[src/rtl/pe_pkg.sv]
// Shared defaults and types for the PE accumulator stage.
package pe_pkg;

  localparam int DEF_P_W       = 12;
  localparam int DEF_ACC_W     = 16;
  localparam int DEF_MAX_TERMS = 32;
  localparam int DEF_CNT_W     = 6;

  localparam logic [DEF_ACC_W-1:0] SAT_MAX = {DEF_ACC_W{1'b1}};

  typedef enum logic [1:0] {
    IDLE  = 2'd0,
    ACCUM = 2'd1,
    HOLD  = 2'd2
  } state_t;

endpackage

[src/rtl/pe_sat_add.sv]
// Combinational unsigned saturating adder: ACC_W accumulator plus P_W term.
module pe_sat_add #(
  parameter int ACC_W = 16,
  parameter int P_W   = 12
) (
  input  logic [ACC_W-1:0] a,
  input  logic [P_W-1:0]   b,
  output logic [ACC_W-1:0] sum,
  output logic             ovf
);

  logic [ACC_W:0] wide;

  // One extra bit catches the carry out of the accumulator width.
  assign wide = {1'b0, a} + (ACC_W + 1)'(b);
  assign ovf  = wide[ACC_W];
  assign sum  = ovf ? {ACC_W{1'b1}} : wide[ACC_W-1:0];

endmodule

[src/rtl/pe_accum.sv]
// Packet accumulator: sums multiplier products into a saturating dot-product
// result and presents it on a valid/ready port.
module pe_accum
  import pe_pkg::*;
#(
  parameter int P_W       = DEF_P_W,
  parameter int ACC_W     = DEF_ACC_W,
  parameter int MAX_TERMS = DEF_MAX_TERMS,
  parameter int CNT_W     = DEF_CNT_W
) (
  input  logic             clk,
  input  logic             rst_n,
  input  logic             en,
  input  logic             in_valid,
  output logic             in_ready,
  input  logic [P_W-1:0]   in_prod,
  input  logic             in_last,
  output logic             out_valid,
  input  logic             out_ready,
  output logic [ACC_W-1:0] out_sum,
  output logic [CNT_W-1:0] out_count,
  output logic             out_ovf
);

  // Handshake: a beat transfers on a rising edge where valid & ready (and en)
  // are all high; the producer keeps data stable while valid is waiting.

  state_t           state;
  logic [ACC_W-1:0] acc;
  logic [CNT_W-1:0] cnt;
  logic             ovf;

  logic [ACC_W-1:0] add_sum;
  logic             add_ovf;
  logic [CNT_W-1:0] cnt_next;
  logic             ovf_next;
  logic             at_max;

  pe_sat_add #(
    .ACC_W (ACC_W),
    .P_W   (P_W)
  ) u_sat_add (
    .a   (acc),
    .b   (in_prod),
    .sum (add_sum),
    .ovf (add_ovf)
  );

  assign in_ready = en & (state != HOLD);
  assign cnt_next = cnt + CNT_W'(1);
  assign ovf_next = ovf | add_ovf;
  assign at_max   = (cnt_next == CNT_W'(MAX_TERMS));

  always_ff @(posedge clk) begin
    if (!rst_n) begin
      state     <= IDLE;
      acc       <= '0;
      cnt       <= '0;
      ovf       <= 1'b0;
      out_valid <= 1'b0;
      out_sum   <= '0;
      out_count <= '0;
      out_ovf   <= 1'b0;
    end else if (en) begin
      case (state)
        IDLE: begin
          if (in_valid) begin
            acc <= ACC_W'(in_prod);
            cnt <= CNT_W'(1);
            ovf <= 1'b0;
            if (in_last || MAX_TERMS == 1) begin
              out_sum   <= ACC_W'(in_prod);
              out_count <= CNT_W'(1);
              out_ovf   <= 1'b0;
              out_valid <= 1'b1;
              state     <= HOLD;
            end else begin
              state <= ACCUM;
            end
          end
        end
        ACCUM: begin
          if (in_valid) begin
            acc <= add_sum;
            cnt <= cnt_next;
            ovf <= ovf_next;
            // in_last and the term limit on the same beat end one packet only.
            if (in_last || at_max) begin
              out_sum   <= add_sum;
              out_count <= cnt_next;
              out_ovf   <= ovf_next;
              out_valid <= 1'b1;
              state     <= HOLD;
            end
          end
        end
        HOLD: begin
          if (out_ready) begin
            out_valid <= 1'b0;
            state     <= IDLE;
          end
        end
        default: state <= IDLE;
      endcase
    end
  end

endmodule
[config.mk]
export PLATFORM = sky130hd
export DESIGN_NAME = pe_accum
export DESIGN_NICKNAME = d
export VERILOG_FILES = /design/src/rtl/pe_pkg.sv /design/src/rtl/pe_sat_add.sv /design/src/rtl/pe_accum.sv
export SDC_FILE = /design/constraint.sdc
export NUM_CORES = 1
export LEC_CHECK = 0
export ABC_AREA = 1
export BUFFER_PORTS_ARGS = -buffer_cell sky130_fd_sc_hd__buf_2
export CAP_MARGIN = 20
export CORE_MARGIN = 2
export CORE_UTILIZATION = 60
export DETAILED_ROUTE_END_ITERATION = 7
export PLACE_DENSITY = 0.92
export SLEW_MARGIN = 25
export SYNTH_ARGS = -nofsm -noshare
export SYNTH_HDL_FRONTEND = slang
export SYNTH_HIERARCHICAL = 1
export SYNTH_SLANG_ARGS = --single-unit
[constraint.sdc]
create_clock -name clk -period 5.1 [get_ports clk]
set_clock_uncertainty 0.15 [all_clocks]
set_input_delay 0.51 -clock clk [delete_from_list [all_inputs] [get_ports clk]]
set_output_delay 0.51 -clock clk [all_outputs]
set_load 0.005 [all_outputs]
# --- Word-level counts from Yosys, hierarchy flattened ---
# Index checks and enable logic that the tools add are counted.
classes:
  n_addsub: 2
  eq_ne: 9
  n_mux: 37
  bitwise: 2
  n_reduce_logical: 8
op_table:
  columns: ["operator", "n"]
  rows:
  - ["16-bit 2-to-1 mux", 7]
  - ["16-bit one-hot mux with 2 select lines", 2]
  - ["6-bit 2-to-1 mux", 6]
  - ["6-bit one-hot mux with 2 select lines", 2]
  - ["16-bit by 12-bit adder with 17-bit output", 1]
  - ["2-bit inequality test (second input constant)", 6]
  - ["1-bit 2-to-1 mux", 11]
  - ["2-bit 2-to-1 mux", 5]
  - ["7-bit AND reduction", 1]
  - ["6-bit by 1-bit adder with 6-bit output (second input constant)", 1]
  - ["6-bit == test (second input constant)", 1]
  - ["2-bit one-hot mux with 3 select lines", 1]
  - ["6-bit AND reduction", 1]
  - ["5-bit AND reduction", 1]
  - ["1-bit one-hot mux with 2 select lines", 2]
  - ["4-bit AND reduction", 1]
  - ["1-bit one-hot mux with 3 select lines", 1]
  - ["3-bit nonzero test", 1]
  - ["2-bit by 1-bit == test with 1-bit output (second input constant)", 1]
  - ["2-bit == test (second input constant)", 1]
  - ["2-bit logical NOT", 1]
  - ["2-bit nonzero test", 1]
  - ["1-bit AND", 1]
  - ["1-bit logical OR", 1]
  - ["1-bit bitwise OR", 1]
totals:
  ff_bits: 49
  output_inout_bits: 25

# --- Longest topological paths before layout ---
# Gate-level depths: netlist of the first run.
depth:
  ltp_word: 6
  depth_mapped: 14

# --- Modules after synthesis ---
# The synthesis of the first run kept the hierarchy.
by_module_without_submodules:
  columns: ["module", "n_inst", "cells_per_inst", "area_each_um2", "seq_area_each_um2"]
  rows:
  - ["pe_accum", 1, 304, 2150.8, 980.9]
  - ["pe_sat_add", 1, 187, 967.2, 0.0]

# --- Least setup slack after synthesis of the first run ---
# OpenSTA, ideal clock, no wires.
synth_timing:
  kind: "input to register"
  startpoint: "input port in_prod[0]"
  endpoint: "register out_ovf"
  arrival_ns: 2.051
  required_ns: 4.818
  path_slack_ns: 2.767
  cell_stages: 13
  path_buffers: 1
  path_cell_list: "ha_1 fa_1 nand2_1 nand2_1 nand3_2 nand2_2 a21oi_4 buf_6 inv_1 nor2_1 nor2_1 nand3_1 a21oi_1"
synth_via:
  elab_chain_len: 5
synth_lines:
  columns: ["item", "line", "source"]
  rows:
  - ["start, declared", "pe_accum.sv:16", "input logic [P_W-1:0] in_prod,"]
  - ["16-bit by 12-bit adder with 17-bit output", "pe_sat_add.sv:15", "assign wide = {1'b0, a} + (ACC_W + 1)'(b);"]
  - ["net add_ovf", "pe_accum.sv:34", "logic add_ovf;"]
  - ["1-bit bitwise OR", "pe_accum.sv:51", "assign ovf_next = ovf | add_ovf;"]
  - ["1-bit 2-to-1 mux", "pe_accum.sv:88", "if (in_last || at_max) begin"]
  - ["1-bit 2-to-1 mux", "pe_accum.sv:83", "if (in_valid) begin"]
  - ["1-bit one-hot mux with 2 select lines", "pe_accum.sv:65", "case (state)"]
  - ["end signal, assigned", "pe_accum.sv:91", "out_ovf <= ovf_next;"]
  - ["end, declared", "pe_accum.sv:22", "output logic out_ovf"]
# The timed path passes the listed nets, and every way through them passes these cells. The select of a mux whose other input is x is not followed.
# A chain may end at the register's enable or synchronous reset.

# --- Worst setup path after layout of the first run ---
layout_timing:
  startpoint: "register state[1]"
  endpoint: "register out_count[5]"
layout_via:
  elab_chain_len: 3
  word_cells_on_any_way: 9
  cone_classes: "eq/ne: 5; mux: 1; reduce/logical: 3"
layout_lines:
  columns: ["item", "line", "source"]
  rows:
  - ["start, declared", "pe_accum.sv:28", "state_t state;"]
  - ["start signal, assigned", "pe_accum.sv:56", "state <= IDLE;"]
  - ["start signal, assigned", "pe_accum.sv:76", "state <= HOLD;"]
  - ["start signal, assigned", "pe_accum.sv:78", "state <= ACCUM;"]
  - ["2-bit by 1-bit == test with 1-bit output or 2-bit logical NOT (tied branches)", "pe_accum.sv:65", null]
  - ["2-bit inequality test (no line) or 2-bit nonzero test (tied branches)", null, null]
  - ["6-bit AND reduction (no line)", null, null]
  - ["end signal, assigned", "pe_accum.sv:90", "out_count <= cnt_next;"]
  - ["end, declared", "pe_accum.sv:21", "output logic [CNT_W-1:0] out_count,"]
# Parallel ways exist; a longest one is shown, timed or not.

==> results of run 1 <==
logic make-up after synthesis:
family	after synthesis	share of synthesized area (%)
buffers and inverters	76	10.59
adders and majority gates	14	5.859
AOI/OAI and AO/OA	69	12.36
and+or+nand+nor	279	38.60
xor gates and xnor gates	4	1.123
DFF	49	31.46
per-layer routing:
metal  wire length [µm]  GRT usage, %  share of wire, %  vias up
li1                   -             -                 -     1618
met1               3378         33.53                44     1474
met2               3730         48.13                49      104
met3                429         4.739               5.6        8
met4                 95         9.091               1.2        0
met5                  0             0                 0        -
synthesized netlist by cell type, types with 3 or more instances:
library cell / n / area (µm²)
a21oi_1: 56 / 280.3
buf_2: 3 / 15.01
buf_4: 3 / 22.52
buf_6: 4 / 45.04
clkbuf_1: 8 / 30.03
dfxtp_1: 49 / 980.9
ha_1: 13 / 162.7
inv_1: 53 / 198.9
inv_2: 3 / 11.26
nand2_1: 185 / 694.4
nand2_2: 5 / 31.28
nand3_1: 40 / 200.2
nand3_2: 4 / 40.04
nand3b_1: 3 / 22.52
nor2_1: 20 / 75.07
nor2_2: 4 / 25.02
nor3_1: 10 / 50.05
o21ai_0: 4 / 20.02
or2_2: 3 / 18.77
xor2_1: 4 / 35.03
stage by stage:
step                      power (µW)  setup WS, ns  instances  area (µm²)  utilization, %
after CTS                      818.6         2.460        595        3408           67.16
final                          814.2         2.433        595        3408           67.16
after global routing           851.8         2.281        595        3408           67.16
after floorplan                539.4         2.767        491        3118               -
after global placement         573.6         2.348        587        3318           65.38
after detailed placement       578.4         2.287        587        3318           65.38
final cells by class:
type	count	area [µm²]	share of cell area (%)
clock buffer	5	68.82	2.019
clock inverter	3	21.27	0.6241
inverter	58	217.7	6.388
multi-input combinational	366	1807	53.01
sequential	49	980.9	28.78
tap	70	87.58	2.570
timing repair buffer	44	225.2	6.608
where the power goes:
| part | internal, µW | switching (µW) | total, µW |
|---|---|---|---|
| clock network | 97.6 | 144 | 241 |
| logic | 57.5 | 110 | 168 |
| registers | 396 | 9.62 | 405 |
worst paths after layout:
check | slack, ns | end | from
min reg2reg | 0.32 | out_sum[2] | out_sum[2]
max | 2.43 | out_count[5] | state[1]
max reg2reg | 2.43 | out_count[5] | state[1]
min | 0.31 | cnt[5] | rst_n
worst max-delay path: cells and delay by family, from the launching register on:
kind / cells / cell delay, ns
DFF: 1 / 0.49
AOI/OAI and AO/OA: 3 / 1.05
and+or+nand+nor: 3 / 0.71
buffers and inverters: 1 / 0.13
state kept, by name, summed over array words and instances (netlist names):
register and flops:
out_valid 1, acc 16, out_sum 16, out_ovf 1
out_count 6, cnt 6, state 2, ovf 1
==> metrics, run 1 <==
Hold Fails Final Rpt=0; Hold Crit Depth=3; first-pass GRT wire length=13080 µm; GRT overflow=0; IR drop worst, VDD=168.4 µV; chip width=76.09 µm; post-route ant nets=0; status=completed; DRT Pass-1 Iters=5; final period utilization=52.29%; Critical Path RT=5.15 ns; Worst Reg2Reg Path Length in Cells=7; RSZ-0062 raised after global routing=no; Post-synth EDFFs=0; I/O Buffers=42; Layout area overhead=9.310%; GRT Resource Usage Total=27.19%; initial antenna violation count=0; Min-Delay Path Class=in2reg; Fill cells=481; Fin Hold WS=0.3073 ns; DR WL/cell=12.83 µm; syn_nets=523; worst-path maximum fanout=25; CP arrival=2.72 ns; maximum buffer depth of the clock tree=2; minimum clock period=2.667 ns; largest net degree at the start of global routing=33; H-tree depth=2; crit-path max cell delay=0.71 ns; asr flop ratio synth=0%; Worst setup EP type=register; vias per inst=5.385; core area=5075 µm²; f_max=375.0 MHz; commonest non-fill, non-tap cells in the layout=185 x nand2_1, 56 x a21oi_1, 53 x inv_1; post-cts resize count=0; clock sinks=49; io pins=43; # diodes=0; Slew Limit Fails=0; crit start category=register; Synth Warn #=6; Die ar.=5789 µm²; CP max stage cell=a21oi_4; post-synthesis sequential area ratio=31.46%; crit path cell chain=o21ai_2 > inv_2 > nand2_2 > a21oi_4 > nand2_4 > a21oi_1 > nor3_1; vias=3204; clk slew on worst S/H paths=0.10 ns; TritonCTS clock tree=done; dpl hpwl=5327 µm; later-pin clock latency in the skew report=0.31 ns; CP Class=reg2reg; Routed WL=7633 µm; Layout Nets=556; clk root buf=clkbuf_8; Pwr per Cell Area=238.9 nW/µm²; Iter 0 DRT Violations=219; Synth Instances=491; Slew headroom=50.57%; TNS Setup=0 ns; TritonCTS Buffers=5; share of post-route cells with drive strength above 1=15.24%; worst slew pin tran=0.7398 ns; maxcap violations=0; number of global-route vias before repair=3042; FF+latch count, synth=49; Post-Syn Area=3118 µm²; Pleak=0.001673 µW; Initial Util=61.44%; mean area per synthesized cell=6.350 µm²; Post-CTS Setup Inserts=0; Die Span Y=76.09 µm; Main synth FF type=dfxtp_1; GP Congestion=0.8627; Cell Rows=26; Post-CTS Hold Buffers=0; Post-route DRC=0; commonest non-fill, non-tap cell in the layout=nand2_1; Netlist cell types=33; Final setup viols=0
(Power assumes the default switching activity.)
==> run 2, diff against run 1 <==
--- a/config.mk
+++ b/config.mk
@@ -9,9 +9,9 @@
 export BUFFER_PORTS_ARGS = -buffer_cell sky130_fd_sc_hd__buf_2
 export CAP_MARGIN = 20
 export CORE_MARGIN = 2
-export CORE_UTILIZATION = 60
+export CORE_UTILIZATION = 58
 export DETAILED_ROUTE_END_ITERATION = 7
-export PLACE_DENSITY = 0.92
+export PLACE_DENSITY = 0.89
 export SLEW_MARGIN = 25
 export SYNTH_ARGS = -nofsm -noshare
 export SYNTH_HDL_FRONTEND = slang
==> constraint.sdc (replaced) <==
create_clock -name clk -period 2.6 [get_ports clk]
set_clock_uncertainty 0.15 [all_clocks]
set_input_delay 0.26 -clock clk [delete_from_list [all_inputs] [get_ports clk]]
set_output_delay 0.26 -clock clk [all_outputs]
set_load 0.005 [all_outputs]
==> metrics, run 2 (synthesized netlist as in run 1, its figures left out) <==
Pwr per Cell Area=464.0 nW/µm² (was 238.9 nW/µm²); vias per inst=5.318 (was 5.385); chip width=77.32 µm (was 76.09 µm); most used cell, CP=nand2_1; final core occ=67.11% (was 67.16%); crit start category=register (unchanged); RSZ-0062 raised after global routing=no (unchanged); Cell Rows=26 (unchanged); Layout area overhead=10.63% (was 9.310%); dpl hpwl=5460 µm (was 5327 µm); Pleak=0.001703 µW (was 0.001673 µW); commonest non-fill, non-tap cells in the layout=185 x nand2_1, 56 x a21oi_1, 53 x inv_1 (unchanged); number of global-route vias before repair=2991 (was 3042); Routed WL=7618 µm (was 7633 µm); GRT overflow=0 (unchanged); Post-CTS Setup Inserts=0 (unchanged); TritonCTS clock tree=done (unchanged); crit path cell chain=ha_1 > fa_1 > nand2_1 > nand2_1 > nand3_2 > nand2_2 > a21oi_4 > buf_4 > nand3_1 > nand2_1 > nand2_1 > nand2_1 > a21oi_1 (was o21ai_2 > inv_2 > nand2_2 > a21oi_4 > nand2_4 > a21oi_1 > nor3_1); Post-CTS Hold Buffers=0 (unchanged); post-cts resize count=0 (unchanged); largest registers=acc x16, out_sum x16 (unchanged); GRT Resource Usage Total=26.04% (was 27.19%); Post-route DRC=0 (unchanged); Net Sw Frac=32.12% (was 32.36%); largest net degree at the start of global routing=48 (was 33); TNS Setup=0 ns (unchanged); Slew headroom=67.56% (was 50.57%); CP Class=reg2reg (unchanged); Worst setup EP type=register (unchanged); worst-path maximum fanout=12 (was 25); clk slew on worst S/H paths=0.10 ns (about the same); Slew Limit Fails=0 (unchanged); DR WL/cell=12.68 µm (was 12.83 µm); sequential power share=49.7% (was 49.8%); Placement Cell Area=3363 µm² (was 3318 µm²); Initial Util=60.66% (was 61.44%); minimum clock period=2.355 ns (was 2.667 ns); Die ar.=5978 µm² (was 5789 µm²); Clk network pwr share=29.3% (was 29.7%); final non-filler cell area=3450 µm² (was 3408 µm²); later-pin clock latency in the skew report=0.30 ns (was 0.31 ns); final worst slack=0.2451 ns (was 2.433 ns); Iter 0 DRT Violations=207 (was 219); CP max stage cell=fa_1 (was a21oi_4); crit-path max cell delay=0.40 ns (was 0.71 ns); Fin Hold WS=0.06219 ns (was 0.3073 ns); Net Sw Power=514.0 µW (was 263.5 µW); Critical Path RT=2.62 ns (was 5.15 ns); Fill cells=469 (was 481); GP Congestion=0.9575 (was 0.8627); post-route ant nets=0 (unchanged); Layout Nets=562 (was 556); Logic pwr share=21.0% (was 20.6%); TritonCTS Buffers=5 (unchanged); Min-Delay Path Class=in2reg (unchanged); Die Span Y=77.32 µm (was 76.09 µm); status=completed (unchanged); CP arrival=2.38 ns (was 2.72 ns); initial antenna violation count=0 (unchanged); # diodes=0 (unchanged); commonest non-fill, non-tap cell in the layout=nand2_1 (unchanged); H-tree depth=2 (unchanged); core area=5140 µm² (was 5075 µm²); Reg2Reg Setup Slack=0.25 ns (was 2.43 ns); share of post-route cells with drive strength above 1=16.01% (was 15.24%); Hold Fails Final Rpt=0 (unchanged); f_max=424.6 MHz (was 375.0 MHz); Final setup viols=0 (unchanged); clock sinks=49 (unchanged); final period utilization=90.57% (was 52.29%); maximum buffer depth of the clock tree=2 (unchanged); DRT Pass-1 Iters=4 (was 5); worst slack at placement=0.2352 ns (was 2.287 ns); io pins=43 (unchanged); first-pass GRT wire length=12730 µm (was 13080 µm); Internal Power=1087 µW (was 550.7 µW); clk root buf=clkbuf_8 (unchanged); IR drop worst, VDD=401.2 µV (was 168.4 µV); I/O Buffers=42 (unchanged); vias=3196 (was 3204); maxcap violations=0 (unchanged); worst slew pin tran=0.4866 ns (was 0.7398 ns)
==> run 2: changes by cell type in the layout (fill, tap and decap cells not counted) <==
| cell | before | now |
|---|---|---|
| buf_4 | 2 | 8 |
| clkinvlp_4 | 1 | 0 |
| clkbuf_1 | 0 | 1 |
==> run 2: power groups by stage <==
stage | clock network (µW) | logic [µW] | registers, µW
floorplan | 0 | 249 | 809
global route | 497 | 377 | 798
CTS | 473 | 332 | 795
detailed placement | 0 | 330 | 812
global placement | 0 | 322 | 811
finish | 469 | 336 | 795
==> run 2: final cells by class <==
class	instances	area (µm²)	share of cell area (%)
clock buffer	6	72.57	2.104
clock inverter	2	13.76	0.3990
inverter	58	217.7	6.311
multi-input combinational	366	1807	52.38
sequential	49	980.9	28.44
tap	70	87.58	2.539
timing repair buffer	50	270.3	7.835
==> run 2: final timing paths <==
path,start,endpoint,cells after the start
max,acc[0],acc[9],13
min,rst_n,cnt[5],3
max reg2reg,acc[0],acc[9],13
min reg2reg,out_valid,out_valid,2
==> run 2: metal layers <==
layer  share of wire, %  GRT usage, %
met5                  0             0
met4               0.81         7.857
met3                4.9         4.824
met2                 50         46.78
met1                 44         31.35
==> run 2: critical path, delay by kind of cell (launching register included) <==
kind,cells,cell delay [ns]
AND/OR/NAND/NOR,8,0.69
adder cells (fa/ha/maj),2,0.63
flip-flops,1,0.33
AO/OA/AOI/OAI,2,0.22
buffers and inverters,1,0.20
==> run 2: stage by stage <==
stage               std cells  power (µW)
CTS                       601        1600
detailed placement        593        1142
global placement          593        1133
finish                    601        1601
global route              601        1673
floorplan                 491        1058
